File: config.mk
export PLATFORM = sky130hd
export DESIGN_NAME = data_mem_responder
export DESIGN_NICKNAME = d
export VERILOG_FILES = /design/src/rtl/data_mem_responder.sv
export SDC_FILE = /design/constraint.sdc
export NUM_CORES = 2
export LEC_CHECK = 0
export BUFFER_PORTS_ARGS = -buffer_cell sky130_fd_sc_hd__buf_2
export CAP_MARGIN = 10
export CORE_AREA = 4 4 429 642
export CTS_BUF_LIST = sky130_fd_sc_hd__clkbuf_16
export DETAILED_ROUTE_END_ITERATION = 7
export DIE_AREA = 0 0 433 646
export PLACE_DENSITY = 0.51
export SYNTH_ARGS = -nofsm -noshare
export SYNTH_HDL_FRONTEND = slang
export SYNTH_SLANG_ARGS = --single-unit
File: constraint.sdc
create_clock -name clk -period 2.2 [get_ports clk]
set_input_delay 0 -clock clk [delete_from_list [all_inputs] [get_ports clk]]
set_output_delay 0 -clock clk [all_outputs]
set_load 0.02 [all_outputs]
File: src/rtl/data_mem_responder.sv
// data_mem_responder: MEM-stage data-memory responder.
// One request in flight; performs a read/write on a 2^ADDR_W x 32-bit array
// and returns a one-cycle rsp_valid pulse with read (or echoed write) data.
// Optional macro DMEM_WAIT_EN compiles in a wait-state FSM that throttles
// the initiator through req_ready for WAIT_CYCLES cycles per access.
module data_mem_responder #(
    parameter int ADDR_W      = 6,
    parameter int WAIT_CYCLES = 2
) (
    input  logic              clk,
    input  logic              reset,
    input  logic              req_valid,
    output logic              req_ready,
    input  logic              req_we,
    input  logic [ADDR_W-1:0] req_addr,
    input  logic [31:0]       req_wdata,
    output logic              rsp_valid,
    output logic [31:0]       rsp_rdata
);

    localparam int DEPTH = 1 << ADDR_W;

    // WAIT_CYCLES must fit the 4-bit wait counter
    if (WAIT_CYCLES < 1 || WAIT_CYCLES > 15) begin : g_bad_wait
        $error("data_mem_responder: WAIT_CYCLES out of range 1..15");
    end

    logic [31:0]       mem [DEPTH];

    // Access performed on the coming edge, and the operands it uses
    logic              fire;
    logic              acc_we;
    logic [ADDR_W-1:0] acc_addr;
    logic [31:0]       acc_wdata;

`ifdef DMEM_WAIT_EN
    typedef enum logic {S_IDLE, S_WAIT} state_t;

    state_t            state, state_nxt;
    logic [3:0]        cnt, cnt_nxt;
    logic              lat_we;
    logic [ADDR_W-1:0] lat_addr;
    logic [31:0]       lat_wdata;

    // FSM state and wait counter
    always_ff @(posedge clk or negedge reset) begin
        if (!reset) begin
            state <= S_IDLE;
            cnt   <= 4'd0;
        end else begin
            state <= state_nxt;
            cnt   <= cnt_nxt;
        end
    end

    // Next state, counter and handshake; the access fires when the count expires
    always_comb begin
        state_nxt = state;
        cnt_nxt   = cnt;
        req_ready = 1'b0;
        fire      = 1'b0;
        case (state)
            S_IDLE: begin
                req_ready = 1'b1;
                if (req_valid) begin
                    state_nxt = S_WAIT;
                    cnt_nxt   = 4'(WAIT_CYCLES - 1);
                end
            end
            S_WAIT: begin
                if (cnt != 4'd0) begin
                    cnt_nxt = cnt - 4'd1;
                end else begin
                    fire      = 1'b1;
                    state_nxt = S_IDLE;
                end
            end
            default: state_nxt = S_IDLE;
        endcase
    end

    // Capture the request on acceptance so the initiator may move on
    always_ff @(posedge clk) begin
        if (req_valid && req_ready) begin
            lat_we    <= req_we;
            lat_addr  <= req_addr;
            lat_wdata <= req_wdata;
        end
    end

    assign acc_we    = lat_we;
    assign acc_addr  = lat_addr;
    assign acc_wdata = lat_wdata;
`else
    // Zero wait states: every presented request is accepted and performed at once.
    // Gating with reset keeps an edge during reset from committing a write.
    assign req_ready = 1'b1;
    assign fire      = req_valid & reset;
    assign acc_we    = req_we;
    assign acc_addr  = req_addr;
    assign acc_wdata = req_wdata;
`endif

    // Array write port; contents are intentionally not reset
    always_ff @(posedge clk) begin
        if (fire && acc_we) begin
            mem[acc_addr] <= acc_wdata;
        end
    end

    // Response pulse and held response data
    always_ff @(posedge clk or negedge reset) begin
        if (!reset) begin
            rsp_valid <= 1'b0;
            rsp_rdata <= 32'd0;
        end else begin
            rsp_valid <= fire;
            if (fire) begin
                rsp_rdata <= acc_we ? acc_wdata : mem[acc_addr];
            end
        end
    end

endmodule

# Yosys cells after proc, flatten, opt, wreduce, memory -nomap -nowiden
# Memory sizes are Yosys's and may differ from the RTL's. A register that Yosys moved wholly into a read port is not among the register bits.
# Index checks and enable logic that the tools add are counted.
[word_totals] reg_bits=1 latchBits=0 ramBits=2048 romBits=0 input_bits=42 output_inout_bits=34 memories=1
[op_classes] addsub=0 multipliers=0 div_mod_pow=0 magnitude_cmp=0 n_eq_ne=0 shift=0 mux=2 bitwise=1 reduce_logical=2
[memory_table] memory="mem" words=64 width=32 read_ports=1 rd_ports_with_merged_regs=1 wr=1 line_no="28" rtl="logic [31:0] mem [DEPTH];"
[op_table] operator="2-to-1 mux 1 bit" n=2
[op_table] operator="AND 1 bit" n=1
[op_table] operator="logical AND 1 bit" n=1
[op_table] operator="zero test 1 bit" n=1

# Longest topological paths before layout
[depth] ltp_word=4 mapped_depth=11

# Worst setup path before layout
# Ideal clock, no wire load.
[synth_timing] path_type="input to register" from="in req_addr[2]" to="mem mem[13][0] (enable)" t_arrival_ps=2679 required_time_ps=1779 path_slack_ps=-900 stages=9 path_cell_list="buf_6 -> buf_6 -> buf_6 -> buf_6 -> buf_6 -> buf_2 -> buf_2 -> nand3_1 -> nor2_1"
[synth_lines] element="from (decl)" line_no="15" rtl="input logic [ADDR_W-1:0] req_addr,"
[synth_lines] element="to (decl)" line_no="28"
# No word-level cell before the write port.

==> reports/summary.md <==
The worst hold path belongs to the class input port to flop. The count of flip-flops with a built-in enable after synthesis was 2048; the data arrival time of the worst path was 2.88 ns. The mean instance size in the synthesized netlist is 18.5 sq um, and the count of warnings emitted by yosys is 0. The floorplan row count is 234, and the simple-gate share of the synthesized area is 0.0238. By area the synthesized netlist is led by sky130_fd_sc_hd__edfxtp_1, sky130_fd_sc_hd__mux4_2, sky130_fd_sc_hd__a221oi_1. The xor/xnor share of the synthesized area is 0, and the count of buffers inserted at the top-level ports is 74. The worst setup path is captured at a flop.

The number of buffers created by CTS was 188; the number of top-level pins was 76. Critical register-to-register path startpoint: mem[34][5]. The logs give 0.298 for the initial core utilization and 32.4 nW for the static power due to leakage. Subtracting the final worst setup slack from the clock period gives 2.17 ns. Dividing the detail-routed wire length by the instance count gives 35.3 microns.

The worst-case IR drop observed on VDD is 0.651 mV. Max-capacitance violation count: 0. The tree is rooted in a sky130_fd_sc_hd__clkbuf_16. For the final antenna-violating net count, the log shows 0. The number of antenna violations at the first check in global routing was 21. The worst hold path passes through 6 cells.

The largest total area in the synthesized netlist belongs to sky130_fd_sc_hd__edfxtp_1. The count of unresolved DRC violations after routing came out at 0. The netlist uses 75 different library cells.

Across the routed clock network, the largest skew measured is 0.0313 ns. The share of synthesized area spent on multiplexers is 0.0811, and the post-synthesis adder-cell area fraction is 0. The worst hold path terminates at rsp_rdata[8]. Horizontal die dimension: 433 microns.

After technology mapping, the gate count stands at 4357. For the H-tree level count, the log shows 4. The source of the critical timing path is mem[34][5]. The total number of vias was 49600; the required time of the worst setup path was 2.91 ns.

Setup repair after global routing left no endpoint under its margin. In this run the critical register-to-register path is captured at rsp_rdata[5]. The final-layout setup total negative slack came out at 0 ns.

Sort of element at the start of the critical path: a flop. The number of standard cells in the layout, taps in and fillers out came out at 8865. Relative max-transition margin: 0.292. The final hold violation count is 0, and the wire length of the first global-routing pass is 425000 microns. Summed over all layers, the global routing overflow is 0.

The die outline height came out at 646 microns. After synthesis, the largest family of logic cells by area is compound AO/OA/AOI/OAI gates. The run finished with clean final reports. The longest clock path from root to sink contains 4 buffers.

TritonCTS built the clock tree. The share of flip-flops with an asynchronous set or reset is 0.0159, and the post-synthesis compound-gate area fraction is 0.0982. The all-layer global routing usage was 0.219. After synthesis the cells add up to 80500 sq um. Dividing total power by cell area gives a power density of 826 nW/um^2. The synthesis-stage register bit count was 2081. The startpoint identified for the worst hold timing path is req_addr[3]. The region available for standard cell placement spans 270000 sq um. The logs give 0.774 for the sequential fraction of the synthesis area and 0.03 ns for the register-to-register setup slack. In this run, placement finished with an instance count of 8490. The filler cells instantiated in the layout total 25000. Timing would allow up to 0.461 GHz. The run gives 5996 as the DRC marker count from the first detailed-route iteration. The number of cells on the worst reg-to-reg path was 6; the clock slew seen by the registers of the worst setup and hold paths was 0.07 ns.

The number of nets handed over by synthesis was 4399. The tools report the maximum number of pins on one net before global-route repair as 66. The congestion estimate from routability-driven global placement came to 0.865. The tree built by TritonCTS fans out to 2081 sinks. The first detailed-routing pass took 6 iterations. The net count reported at finish came out at 5217. The via-per-instance ratio was 5.60. Flip-flop cell with the highest count after synthesis: sky130_fd_sc_hd__edfxtp_1. The total count of max-transition violations in the final report was 0. The latest clock arrival within the worst-skew pair was 0.84 ns.

The number of global-route vias before repair was 49100. The half-perimeter wire length after detailed placement is 213000 microns. The share of post-route cells with drive strength above 1 is 0.302.

For the pin with the worst max-slew slack, the measured transition is 1.06 ns. The part of the cycle the worst path needs came out at 0.987. The die footprint was 280000 sq um. The critical path is of the flop to flop type. The largest driver fanout on the critical path is 1, and the area added between synthesis and finish is 23.8%. The total routed wirelength is 313000 microns, and the fraction of synthesized cell area taken by the top area cell type is 0.764. Setup violations remaining at the end of the flow were counted as 0.
[placed cells by master (no fill, tap or decap), types with 14 or more instances in the layout]
master,netlist,final
sky130_fd_sc_hd__buf_12,0,243
sky130_fd_sc_hd__dlygate4sd3_1,0,36
sky130_fd_sc_hd__bufinv_16,0,16
sky130_fd_sc_hd__nand3_1,18,16
sky130_fd_sc_hd__nor2_1,157,92
sky130_fd_sc_hd__inv_1,1,45
sky130_fd_sc_hd__clkinv_1,0,42
sky130_fd_sc_hd__nand3b_1,34,34
sky130_fd_sc_hd__a221o_1,39,39
sky130_fd_sc_hd__nor2_4,0,67
sky130_fd_sc_hd__o22a_1,14,14
sky130_fd_sc_hd__o21ai_0,111,110
sky130_fd_sc_hd__clkinv_2,0,33
sky130_fd_sc_hd__nand2_1,97,96
sky130_fd_sc_hd__mux4_2,108,108
sky130_fd_sc_hd__dfrtp_1,33,33
sky130_fd_sc_hd__a21oi_1,130,130
sky130_fd_sc_hd__mux2_2,201,201
sky130_fd_sc_hd__a22o_1,33,32
sky130_fd_sc_hd__o2bb2ai_1,15,15
sky130_fd_sc_hd__a31oi_1,33,33
sky130_fd_sc_hd__a211oi_1,19,17
sky130_fd_sc_hd__mux2i_1,161,161
sky130_fd_sc_hd__a22oi_1,210,206
sky130_fd_sc_hd__o22ai_1,87,86
sky130_fd_sc_hd__edfxtp_1,2048,2048
sky130_fd_sc_hd__buf_2,120,71
sky130_fd_sc_hd__a221oi_1,263,263
sky130_fd_sc_hd__buf_4,52,598
sky130_fd_sc_hd__clkbuf_16,0,189
[registers in the layout (all words and copies together) (netlist names)]
signal     cells
rsp_rdata     32
mem         2048
rsp_valid      1
[through the flow]
step | setup WS, ns | power, mW | area, sq um | util | hold WS, ns
finish | 0.0296 | 82.4 | 99700 | 0.369 | 0.118
global route | 0.00149 | 84.4 | 99700 | 0.369 | 0.0972
CTS | 0.000958 | 82.8 | 99700 | 0.369 | 0.0404
detailed placement | -0.720 | 51.0 | 93500 | 0.346 | 0.237
global placement | -0.703 | 51.0 | 93500 | 0.346 | 0.230
floorplan | -0.477 | 47.1 | 80800 | - | -0.296
[worst max-delay path by stage]
stage,end,slack [ns],cells after the start
after CTS,rsp_rdata[11],0.001,8
after global placement,rsp_rdata[26],-0.70,9
after floorplan,mem[31][0],-0.48,6
after detailed placement,rsp_rdata[26],-0.72,9
final,rsp_rdata[5],0.03,6
after global routing,rsp_rdata[26],0.001,7
[cell type report]
type / count / area (sq um) / area share
clock inverter: 145 / 1050 / 0.0105
antenna: 6 / 15.0 / 0.000151
tap: 3540 / 4430 / 0.0444
multi-input combinational: 1948 / 17000 / 0.171
timing repair buffer: 952 / 10100 / 0.102
clock buffer: 189 / 4730 / 0.0474
sequential: 2081 / 62300 / 0.625
inverter: 4 / 27.5 / 0.000276
[critical path, cell delays in order (launching register included)]
cell and delay, ns:
sky130_fd_sc_hd__edfxtp_1 0.38, sky130_fd_sc_hd__a221oi_1 0.27, sky130_fd_sc_hd__nor2_1 0.09, sky130_fd_sc_hd__a221oi_1 0.56, sky130_fd_sc_hd__buf_4 0.24, sky130_fd_sc_hd__o2111ai_1 0.23, sky130_fd_sc_hd__o221a_1 0.29
[report_power, final]
part           switching (mW)  total [mW]  internal, mW
Sequential              0.278        44.0          43.7
Clock                    14.7        32.1          17.4
Combinational            4.04        6.31          2.28
[metal layers]
layer  GRT usage  share of wire  vias up  routed length, microns
li1            -              -    19800                       -
met1       0.262           0.36    26500                  114000
met5           0        0.00013        -                      41
met4       0.112          0.062        6                   19300
met2       0.385           0.51     2615                  159000
met3      0.0283          0.069      688                   21500
[synthesized netlist by cell type, types with 9 or more instances]
cell type / count
sky130_fd_sc_hd__o221ai_1: 12
sky130_fd_sc_hd__a221oi_1: 263
sky130_fd_sc_hd__clkbuf_1: 93
sky130_fd_sc_hd__o21ai_0: 111
sky130_fd_sc_hd__o2bb2ai_1: 15
sky130_fd_sc_hd__a22oi_1: 210
sky130_fd_sc_hd__a221o_1: 39
sky130_fd_sc_hd__mux2_2: 201
sky130_fd_sc_hd__a22o_1: 33
sky130_fd_sc_hd__mux4_2: 108
sky130_fd_sc_hd__edfxtp_1: 2048
sky130_fd_sc_hd__a21oi_1: 130
sky130_fd_sc_hd__buf_1: 23
sky130_fd_sc_hd__and2_1: 9
sky130_fd_sc_hd__nand3b_1: 34
sky130_fd_sc_hd__buf_4: 52
sky130_fd_sc_hd__nand3_1: 18
sky130_fd_sc_hd__o2111ai_1: 11
sky130_fd_sc_hd__a31oi_1: 33
sky130_fd_sc_hd__nor3_1: 11
sky130_fd_sc_hd__o22a_1: 14
sky130_fd_sc_hd__dfrtp_1: 33
sky130_fd_sc_hd__and3_1: 13
sky130_fd_sc_hd__nand2_1: 97
sky130_fd_sc_hd__o211ai_1: 10
sky130_fd_sc_hd__mux2i_1: 161
sky130_fd_sc_hd__buf_2: 120
sky130_fd_sc_hd__nor4_1: 9
sky130_fd_sc_hd__buf_6: 35
sky130_fd_sc_hd__nor2_1: 157
sky130_fd_sc_hd__o22ai_1: 87
sky130_fd_sc_hd__a211oi_1: 19
sky130_fd_sc_hd__mux2_1: 13
[timing repair]
item | in CTS | in global routing
buffers inserted | 0 | 0
hold endpoints to repair | 1899 | 0
endpoints found under the setup margin | 4 | 6
hold buffers | 36 | 0
pin swaps | 0 | 6
resized for setup | 7 | 10
[kinds of logic after synthesis]
group                  Yosys count
AO/OA/AOI/OAI                 1062
buffers and inverters          328
flip-flops                    2081
multiplexers                   488
other                            1
AND/OR/NAND/NOR                397
No activity file was read; power rests on OpenSTA's default activity.
